$ cat src/rtl/intt_16point_if.sv
// Stream bundle for intt_16point: coefficient input stream and time-domain output stream.
// The DUT uses the slave modport; the producer/consumer side uses master.
interface intt_16point_if;
  logic [6:0] in_data;
  logic       in_valid;
  logic       in_ready;
  logic [6:0] out_data;
  logic       out_valid;
  logic       out_ready;
  logic       out_last;

  modport master (
    output in_data, in_valid, out_ready,
    input  in_ready, out_data, out_valid, out_last
  );

  modport slave (
    input  in_data, in_valid, out_ready,
    output in_ready, out_data, out_valid, out_last
  );
endinterface

$ cat src/rtl/intt_16point.sv
// 16-point inverse NTT over Z_97: bit-reversed load, one radix-2 DIT butterfly per cycle,
// natural-order output scaled by N^-1 = 91.
module intt_16point (
  input  logic          clk,
  input  logic          rst_n,
  intt_16point_if.slave bus,
  output logic          busy
);
  localparam logic [6:0]  Q    = 7'd97;
  localparam logic [13:0] NInv = 14'd91;

  typedef enum logic [1:0] {StLoad, StCompute, StOut} state_e;

  state_e     state_q, state_d;
  logic [3:0] cnt_q, cnt_d;
  logic [3:0] ocnt_q, ocnt_d;
  logic [1:0] s_q, s_d;
  logic [2:0] b_q, b_d;
  logic [6:0] mem_q [16];
  logic [6:0] mem_d [16];

  logic              in_hs, out_hs;
  logic [6:0]        in_red;
  logic [3:0]        m, j, top, bot;
  logic [2:0]        tw_idx;
  logic [6:0]        tw, a, bv, t, sum_m, diff_m, odata;
  logic [13:0]       prod, oprod;
  logic [7:0]        sum;
  logic signed [7:0] diff;

  function automatic logic [3:0] bitrev4(input logic [3:0] x);
    return {x[0], x[1], x[2], x[3]};
  endfunction

  // Powers of w^-1 = 85 mod 97.
  function automatic logic [6:0] winv(input logic [2:0] idx);
    logic [6:0] r;
    unique case (idx)
      3'd0: r = 7'd1;
      3'd1: r = 7'd85;
      3'd2: r = 7'd47;
      3'd3: r = 7'd18;
      3'd4: r = 7'd75;
      3'd5: r = 7'd70;
      3'd6: r = 7'd33;
      3'd7: r = 7'd89;
    endcase
    return r;
  endfunction

  assign in_hs  = bus.in_valid & bus.in_ready;
  assign out_hs = bus.out_valid & bus.out_ready;
  assign in_red = (bus.in_data >= Q) ? bus.in_data - Q : bus.in_data;

  // Butterfly addressing and arithmetic for the current (stage, index).
  always_comb begin
    m      = 4'd1 << s_q;
    j      = {1'b0, b_q} & (m - 4'd1);
    top    = 4'((({1'b0, b_q} >> s_q) << ({1'b0, s_q} + 3'd1)) + j);
    bot    = top + m;
    tw_idx = j[2:0] << (2'd3 - s_q);
    tw     = winv(tw_idx);
    a      = mem_q[top];
    bv     = mem_q[bot];
    prod   = 14'(tw) * 14'(bv);
    t      = 7'(prod % 14'd97);
    sum    = {1'b0, a} + {1'b0, t};
    sum_m  = (sum >= 8'd97) ? 7'(sum - 8'd97) : sum[6:0];
    diff   = $signed({1'b0, a}) - $signed({1'b0, t});
    diff_m = (diff < 8'sd0) ? 7'(diff + 8'sd97) : diff[6:0];
    oprod  = NInv * 14'(mem_q[ocnt_q]);
    odata  = 7'(oprod % 14'd97);
  end

  // Datapath next state; all counters wrap naturally at their last value.
  always_comb begin
    cnt_d  = cnt_q;
    ocnt_d = ocnt_q;
    s_d    = s_q;
    b_d    = b_q;
    mem_d  = mem_q;
    unique case (state_q)
      StLoad: begin
        if (in_hs) begin
          mem_d[bitrev4(cnt_q)] = in_red;
          cnt_d                 = cnt_q + 4'd1;
        end
      end
      StCompute: begin
        mem_d[top] = sum_m;
        mem_d[bot] = diff_m;
        b_d        = b_q + 3'd1;
        if (b_q == 3'd7) s_d = s_q + 2'd1;
      end
      StOut: begin
        if (out_hs) ocnt_d = ocnt_q + 4'd1;
      end
      default: ;
    endcase
  end

  always_ff @(posedge clk) begin
    if (!rst_n) begin
      state_q <= StLoad;
      cnt_q   <= '0;
      ocnt_q  <= '0;
      s_q     <= '0;
      b_q     <= '0;
    end else begin
      state_q <= state_d;
      cnt_q   <= cnt_d;
      ocnt_q  <= ocnt_d;
      s_q     <= s_d;
      b_q     <= b_d;
    end
  end

  // Coefficient store needs no reset: a full load always precedes its use.
  always_ff @(posedge clk) begin
    mem_q <= mem_d;
  end

  always_comb begin
    state_d = state_q;
    unique case (state_q)
      StLoad:    if (in_hs && cnt_q == 4'd15) state_d = StCompute;
      StCompute: if (s_q == 2'd3 && b_q == 3'd7) state_d = StOut;
      StOut:     if (out_hs && ocnt_q == 4'd15) state_d = StLoad;
      default:   state_d = StLoad;
    endcase
  end

  always_comb begin
    bus.in_ready  = (state_q == StLoad);
    bus.out_valid = (state_q == StOut);
    bus.out_data  = (state_q == StOut) ? odata : 7'd0;
    bus.out_last  = (state_q == StOut) && (ocnt_q == 4'd15);
    busy          = (state_q != StLoad);
  end
endmodule

$ cat src/flat_wrapper.sv
// flat-port wrapper written by rule: the top's interface ports become plain ports
module intt_16point_flat 
  (clk, rst_n, busy, bus_in_data, bus_in_valid, bus_out_ready, bus_in_ready, bus_out_data, bus_out_valid, bus_out_last);
  intt_16point_if bus_i ();
  input  logic clk;
  input  logic rst_n;
  output logic busy;
  input wire logic [$bits(bus_i.in_data)-1:0] bus_in_data;
  input wire logic [$bits(bus_i.in_valid)-1:0] bus_in_valid;
  input wire logic [$bits(bus_i.out_ready)-1:0] bus_out_ready;
  output wire logic [$bits(bus_i.in_ready)-1:0] bus_in_ready;
  output wire logic [$bits(bus_i.out_data)-1:0] bus_out_data;
  output wire logic [$bits(bus_i.out_valid)-1:0] bus_out_valid;
  output wire logic [$bits(bus_i.out_last)-1:0] bus_out_last;
  assign bus_i.in_data = bus_in_data;
  assign bus_i.in_valid = bus_in_valid;
  assign bus_i.out_ready = bus_out_ready;
  assign bus_in_ready = bus_i.in_ready;
  assign bus_out_data = bus_i.out_data;
  assign bus_out_valid = bus_i.out_valid;
  assign bus_out_last = bus_i.out_last;
  intt_16point u_core (.clk(clk), .rst_n(rst_n), .bus(bus_i), .busy(busy));
endmodule
$ cat config.mk
export PLATFORM = sky130hd
export DESIGN_NAME = intt_16point_flat
export DESIGN_NICKNAME = d
export VERILOG_FILES = /design/src/rtl/intt_16point_if.sv /design/src/rtl/intt_16point.sv /design/src/flat_wrapper.sv
export SDC_FILE = /design/constraint.sdc
export NUM_CORES = 1
export LEC_CHECK = 0
export CAP_MARGIN = 15
export CORE_MARGIN = 2
export CORE_UTILIZATION = 30
export CTS_BUF_LIST = sky130_fd_sc_hd__clkbuf_2 sky130_fd_sc_hd__clkbuf_4 sky130_fd_sc_hd__clkbuf_8
export DETAILED_ROUTE_END_ITERATION = 10
export GPL_ROUTABILITY_DRIVEN = 1
export PLACE_DENSITY = 0.49
export SETUP_SLACK_MARGIN = 0.2
export SLEW_MARGIN = 20
export SYNTH_ARGS = -nofsm -noshare
export SYNTH_HDL_FRONTEND = slang
export SYNTH_SLANG_ARGS = --single-unit
$ cat constraint.sdc
create_clock -name clk -period 43 [get_ports clk]
set_input_delay 6.45 -clock clk [delete_from_list [all_inputs] [get_ports clk]]
set_output_delay 6.45 -clock clk [all_outputs]
set_load 0.02 [all_outputs]
==> flow_summary.yaml, run 1 <==
floorplanning:
  io_pins: 22
  die_area_um2: 62100
  start_util_pct: 30.5
  dieHeight_um: 249
  coreArea_um2: 59200
  die_w_um: 249
  rows: 89
grt:
  grt_antenna_before_repair: 2
  grt_pass1_vias: 16401
  grt_pass1_wl_mm: 99.4
  globalRouteOverflowTotal: 0
  grt_max_degree: 84
  grtUsageTotal_pct: 20.2
placed_design:
  dp_hpwl_mm: 48.2
  gp_congestion: 0.942
  io_buffers: 21
logic_synthesis:
  async_flop_share_pct: 0
  netlist_instances: 2035
  syn_area_per_cell_um2: 8.87
  ys_types: 110
  ys_warn_count: 0
  synth-edff-count: 112
  synth-main-ff-cell: "edfxtp_1"
  synth_area_um2: 18000
  syn-num-nets: 2202
  ys_seq_elements: 127
  seq_area_frac_synth_pct: 20.3
routing:
  drt_wl_total_mm: 64.8
  detail_route.wl_per_cell_um: 23.2
  ant_nets: 0
  drt_iter0_drc: 1807
  via_per_inst: 6.18
  vias: 17236
  drcViolationCount: 0
  drt-pass1-iter-count: 6
job:
  max-cap-violations: 0
clock_network:
  cts-root-buf: "clkbuf_8"
  clock_latency_ns: 0.47
  cts_tree: "yes"
  cts_setup_buffers: 0
  cts.sinks: 127
  clk_pin_slew_ns: 0.09
  cts_buffers: 17
  htreeDepth: 4
  clockBufferDepth: 2
  cts_hold_buf: 0
  cts_repair_resize_count: 0
critical_path:
  cpMaxStageDelayCell: "nor2_1"
  end_kind: "primary output"
  max_stage_delay_ns: 0.80
  crit_type: "reg2out"
  crit_top_cell: "ha_1"
  worst_setup_path_start_kind: "register"
  worstPathArrival_ns: 14.04
  crit_path_max_fanout: 31
  required_ns: 36.55
sta:
  slew_violations: 0
  holdWs_ns: 0.541
  period_needed_ns: 20.49
  worst_slew_pin_slew_ns: 1.10
  fin_skew_ns: 0.0207
  fin_tns_setup_ns: 0
  period_share_pct: 47.7
  slew_headroom_pct: 26.8
  finalHoldViolations: 0
  fmax_mhz: 48.8
  setup_viol: 0
  grt_setup_unrepaired: "false"
final_layout:
  regArea_um2: 3670
  multi_input_area_um2: 13600
  syn2layout_area_growth_pct: 8.10
  diodes: 0
  final_common_cell: "nand2_1"
  final_nets: 2169
  fill_cells: 6135
  final_cell_mix: "nand2_1 (216), o21ai_0 (146), nor2_1 (118), o22ai_1 (118), ha_1 (115)"
  drive_gt1_share_pct: 12.8
min_path:
  hold_class: "reg2reg"
status:
  status: "complete, no violations"
## registers in the layout (all words and copies together) (netlist names)
register and cells:
u_core.mem_q 112, u_core.cnt_q 4, u_core.ocnt_q 4, u_core.b_q 3, u_core.s_q 2, u_core.state_q 2
## synth_stat cells (17+ instances only)
master	n	area share (%)
nand3_1	61	1.7
nand2b_1	20	0.69
nand2_1	216	4.5
buf_1	19	0.40
fa_1	39	4.3
and2_1	49	1.7
mux4_2	104	13
o31ai_1	19	0.79
a31oi_1	18	0.62
nand4_1	17	0.59
edfxtp_1	112	19
clkbuf_1	73	1.5
o21ai_0	146	4.0
a22oi_1	51	2.1
mux2i_1	18	1.0
o211ai_1	21	0.87
nor3_1	59	1.6
o22ai_1	118	4.1
a211oi_1	17	0.71
nor2b_1	21	0.73
xnor2_1	65	3.2
nor2_1	118	2.5
a21oi_1	76	2.1
xor2_1	27	1.3
inv_1	98	2.0
ha_1	117	8.1
## routing by layer
layer	track usage [%]	wire length [µm]	vias up
li1	-	-	7822
met1	28.1	28200	8471
met2	31.7	29000	823
met3	2.99	5080	118
met4	7.73	2480	2
met5	0	13	-
## area by class of cell
class / instances / area share, %
tap: 773 / 4.96
inverter: 101 / 1.94
multi-input combinational: 1702 / 69.9
clock inverter: 14 / 0.879
timing repair buffer: 53 / 2.31
clock buffer: 18 / 1.24
sequential: 127 / 18.8
## stage by stage
step	instance area [µm²]	utilization, %	cells	setup WS, ns
after global routing	19500	32.9	2788	21.44
after global placement	19100	32.2	2756	22.66
after CTS	19500	32.9	2788	22.58
after floorplan	18000	-	2035	24.75
after detailed placement	19100	32.2	2756	23.13
final	19500	32.9	2788	22.51
## kinds of logic (layout without fill, tap and decap cells)
logic type,after synthesis,count (layout),share of synthesized area (%)
compound gates,656,656,25.0
flops,127,127,20.3
buf+inv,206,186,4.51
mux,131,131,14.5
xor+xnor,97,97,4.91
fa+ha+maj,156,156,12.4
simple gates,662,662,18.3
## worst max-delay path: cells and delay by family, from the launching register on
kind	cells	cell delay, ns
xor+xnor	1	0.37
simple gates	9	2.88
buf+inv	3	0.81
mux	4	1.93
fa+ha+maj	7	2.77
flops	1	0.78
compound gates	12	3.98
## final timing paths
path                         start  slack [ns]  depth (start not counted)                to
setup / recovery  u_core.ocnt_q[0]       22.51                         36   bus_out_data[5]
setup reg to reg     u_core.s_q[0]       23.50                         60  u_core.mem_q[60]
hold reg to reg      u_core.b_q[1]        0.54                          2     u_core.b_q[1]
hold / removal       u_core.b_q[1]        0.54                          2     u_core.b_q[1]
Power of run 1 is left out: the tool's default activity adds up to more than one toggle a clock period on the data nets, which glitch-free logic cannot reach.
==> run 2, diff against run 1 <==
clock period = 20.7 ns   (was 43 ns; I/O delays follow)
==> run 2 against run 1 <==
Against the previous run:
- non-clock buffer count down 1
- critical path depth rose by 23
- routed wire length is 0.24% lower
==> flow_summary.yaml, run 2 (same netlist as run 1, synthesis figures left out) <==
status:
  status: "complete, no violations"
critical_path:
  required_ns: 20.88
  max_stage_delay_ns: 0.71
  worstPathArrival_ns: 19.24
  end_kind: "register"
  crit_buf_inv: 9
  worst_setup_path_start_kind: "register"
  crit_path_max_fanout: 42
  path_delay_family: "compound AO/OA/AOI/OAI gates"
  crit_type: "reg2reg"
  cpMaxStageDelayCell: "a2111oi_0"
job:
  max-cap-violations: 0
grt:
  grtUsageTotal_pct: 20.1
  grt_max_degree: 84
  grt_pass1_vias: 16497
  grt_antenna_before_repair: 1
  globalRouteOverflowTotal: 0
  grt_pass1_wl_mm: 98.7
routing:
  via_per_inst: 6.19
  vias: 17250
  ant_nets: 0
  drt_wl_total_mm: 64.6
  drt-pass1-iter-count: 5
  detail_route.wl_per_cell_um: 23.2
  drcViolationCount: 0
  drt_iter0_drc: 1822
final_layout:
  syn2layout_area_growth_pct: 7.73
  drive_gt1_share_pct: 12.7
  largest_register_ffs: 112
  fill_cells: 6248
  final_nets: 2168
  final_common_cell: "nand2_1"
  diodes: 0
  multi_input_area_um2: 13600
  reg_top3: "u_core.mem_q: 112 flops, u_core.cnt_q: 4 flops, u_core.ocnt_q: 4 flops"
  final_cell_mix: "nand2_1 (216), o21ai_0 (143), nor2_1 (118), o22ai_1 (118), ha_1 (115)"
  regArea_um2: 3660
  largest-register: "u_core.mem_q"
clock_network:
  cts-root-buf: "clkbuf_8"
  cts_tree: "yes"
  cts_hold_buf: 0
  clk_pin_slew_ns: 0.09
  clock_latency_ns: 0.46
  cts.sinks: 127
  htreeDepth: 4
  cts_buffers: 17
  cts_setup_buffers: 0
  clockBufferDepth: 2
  cts_repair_resize_count: 0
floorplanning:
  dieHeight_um: 249
  coreArea_um2: 59200
  rows: 89
  io_pins: 22
  die_w_um: 249
  die_area_um2: 62100
  start_util_pct: 30.5
sta:
  grt_setup_unrepaired: "false"
  setup_viol: 0
  slew_violations: 0
  worst_slew_pin_slew_ns: 1.13
  period_share_pct: 92.1
  fin_tns_setup_ns: 0
  fin_skew_ns: 0.0202
  fmax_mhz: 52.5
  finalHoldViolations: 0
  slew_headroom_pct: 23.9
  period_needed_ns: 19.06
placed_design:
  gp_congestion: 0.942
  dp_hpwl_mm: 47.5
  io_buffers: 21
min_path:
  hold_class: "reg2reg"
[run 2: changes by cell type in the layout (fill, tap and decap cells not counted), sizes merged]
| cell | delta |
|---|---|
| buf | -1 |
| bufinv | -1 |
| clkbuf | +3 |
| clkinv | +6 |
| inv | -8 |
[run 2: path summary, 6_finish.rpt]
path	start	endpoint	slack, ns	cells past startpoint
min reg2reg	u_core.b_q[1]	u_core.b_q[1]	0.55	2
max reg2reg	u_core.s_q[0]	u_core.mem_q[1]	1.64	59
min	u_core.b_q[1]	u_core.b_q[1]	0.55	2
max	u_core.s_q[0]	u_core.mem_q[1]	1.64	59
[run 2: tightest hold or removal path, delay by kind of cell, from the launching register on]
kind             cells  cell delay (ns)
AO/OA/AOI/OAI        1             0.07
flip-flops           1             0.36
AND/OR/NAND/NOR      1             0.07
[run 2: per-stage QoR]
step	hold slack, ns	area [µm²]	setup slack (ns)	util, %	instances
detailed placement	0.535	19100	1.85	32.2	2755
finish	0.549	19400	1.64	32.8	2787
global route	0.588	19400	0.295	32.8	2787
CTS	0.549	19400	1.82	32.8	2787
floorplan	0.458	18000	3.81	-	2035
global placement	0.526	19100	2.35	32.2	2755
[run 2: layer usage]
layer / vias up / track usage (%) / wire length [µm]
li1: 7823 / - / -
met2: 822 / 32.4 / 29300
met4: 0 / 7.42 / 2420
met3: 151 / 3.07 / 4950
met1: 8454 / 27.0 / 28000
met5: - / 0 / 0
[run 2: layout make-up]
| cell class | count | share of cell area, % |
|---|---|---|
| repair buffers | 52 | 2.28 |
| well taps | 773 | 4.97 |
| clock inverters | 11 | 0.470 |
| clock buffers | 21 | 1.42 |
| multi-input cells | 1702 | 70.1 |
| inverters | 101 | 1.95 |
| flip-flops and latches | 127 | 18.8 |
Power of run 2 is left out for the same reason.
==> run 3, diff against run 2 <==
CORE_UTILIZATION = 60   (was 30)
PLACE_DENSITY = 0.82   (was 0.49)
==> run 3 against run 2 <==
Against the previous run:
- fmax is 0.15% higher
- setup slack better by 0.029 ns
- critical path depth grew 3
- count of clock-buffer cells in the layout stayed put
- routed wire length down 11%
- worst hold slack worse by 0.0048 ns
- cell count fell by 14%
- global-route usage rose by 16 points
- sequential share of layout area up 0.39 points
- critical path type unchanged
- critical endpoint is now u_core.mem_q[102]
- highest routed layer unchanged
==> flow_summary.yaml, run 3 (same netlist as run 1, synthesis figures left out) <==
status:
  status: "complete, no violations"
placed_design:
  gp_congestion: 1.09
  io_buffers: 21
  dp_cells: 2366
  dp_hpwl_mm: 42.7
routing:
  vias: 17926
  detail_route.wl_per_cell_um: 24.0
  wl_met2_mm: 25.6
  top_layer: "met4"
  via_per_inst: 7.48
  drt_iter0_drc: 2673
  ant_nets: 0
  wl_met3_mm: 7.31
  drt-pass1-iter-count: 11
  drt_wl_total_mm: 57.6
  wl_met1_mm: 20.9
  drcViolationCount: 0
critical_path:
  path_delay_family: "compound AO/OA/AOI/OAI gates"
  max_stage_delay_ns: 0.72
  end_kind: "register"
  r2r_slack_ns: 1.67
  cpMaxStageDelayCell: "a2111oi_0"
  crit_path_max_fanout: 35
  required_ns: 20.89
  crit_buf_inv: 8
  worst_setup_path_start_kind: "register"
  worstPathArrival_ns: 19.22
  crit_type: "reg2reg"
floorplanning:
  die_w_um: 177
  rows: 63
  coreArea_um2: 29600
  dieHeight_um: 177
  io_pins: 22
  start_util_pct: 60.9
  die_area_um2: 31500
grt:
  globalRouteOverflowTotal: 0
  grt_antenna_before_repair: 0
  grt_max_degree: 84
  grt_pass1_vias: 16993
  grt_pass1_wl_mm: 90.7
  grtUsageTotal_pct: 36.5
min_path:
  hold_class: "reg2reg"
clock_network:
  cts_setup_buffers: 0
  clk_pin_slew_ns: 0.08
  cts_repair_resize_count: 0
  cts_buffers: 17
  htreeDepth: 4
  clockBufferDepth: 2
  cts_tree: "yes"
  clock_latency_ns: 0.46
  cts_hold_buf: 0
  cts.sinks: 127
  cts-root-buf: "clkbuf_8"
final_layout:
  final_cell_mix: "nand2_1 (216), o21ai_0 (144), nor2_1 (118), o22ai_1 (118), ha_1 (115)"
  largest_register_ffs: 112
  final_core_util_pct: 64.3
  syn2layout_area_growth_pct: 5.56
  fin_cells: 2398
  multi_input_area_um2: 13700
  regArea_um2: 3660
  largest-register: "u_core.mem_q"
  diodes: 0
  drive_gt1_share_pct: 12.5
  final_common_cell: "nand2_1"
  fill_cells: 2430
  reg_top3: "u_core.mem_q: 112 flops, u_core.cnt_q: 4 flops, u_core.ocnt_q: 4 flops"
  final_nets: 2162
sta:
  period_needed_ns: 19.03
  slew_headroom_pct: 24.4
  worst_slew_pin_slew_ns: 1.12
  fin_tns_setup_ns: 0
  finalHoldViolations: 0
  period_share_pct: 91.9
  fmax_mhz: 52.6
  grt_setup_unrepaired: "false"
  slew_violations: 0
  holdWs_ns: 0.544
  fin_skew_ns: 0.0107
  setup_viol: 0
job:
  max-cap-violations: 0
## run 3: cell count changes in the layout (fill, tap and decap cells not counted), moves of 2 or more
cell,change
clkbuf_4,-2
clkbuf_8,+2
inv_6,+3
clkinv_2,-5
bufinv_16,+3
clkinvlp_4,-2
buf_4,-6
## run 3: through the flow
stage | cell area [µm²] | setup WS (ns)
after floorplan | 18000 | 3.81
after global placement | 18600 | 2.39
after detailed placement | 18600 | 1.75
after CTS | 19000 | 1.70
after global routing | 19100 | 0.251
final | 19100 | 1.67
## run 3: final timing paths
path,startpoint,end,cells after the start
max,u_core.s_q[0],u_core.mem_q[102],62
min,u_core.b_q[1],u_core.b_q[1],2
min reg2reg,u_core.b_q[1],u_core.b_q[1],2
max reg2reg,u_core.s_q[0],u_core.mem_q[102],62
## run 3: worst reg2reg max path, delay by kind of cell (launching register included)
kind                       cells  cell delay, ns
AOI/OAI and AO/OA             20            5.92
DFF                            1            0.55
buffers and inverters          8            1.15
adders and majority gates     12            4.93
muxes                          3            1.33
and+or+nand+nor               12            2.97
xor gates and xnor gates       7            1.95
## run 3: per-layer routing
layer / up-vias / GRT usage (%)
li1: 7798 / -
met1: 8386 / 46.9
met2: 1406 / 57.0
met3: 336 / 8.72
met4: 0 / 19.9
met5: - / 0
## run 3: final cells by class
type,instances,area share (%)
flip-flops and latches,127,19.2
inverters,101,1.99
clock inverters,11,0.926
repair buffers,46,2.09
multi-input cells,1702,71.7
well taps,390,2.56
clock buffers,21,1.52
Power of run 3 is left out for the same reason.
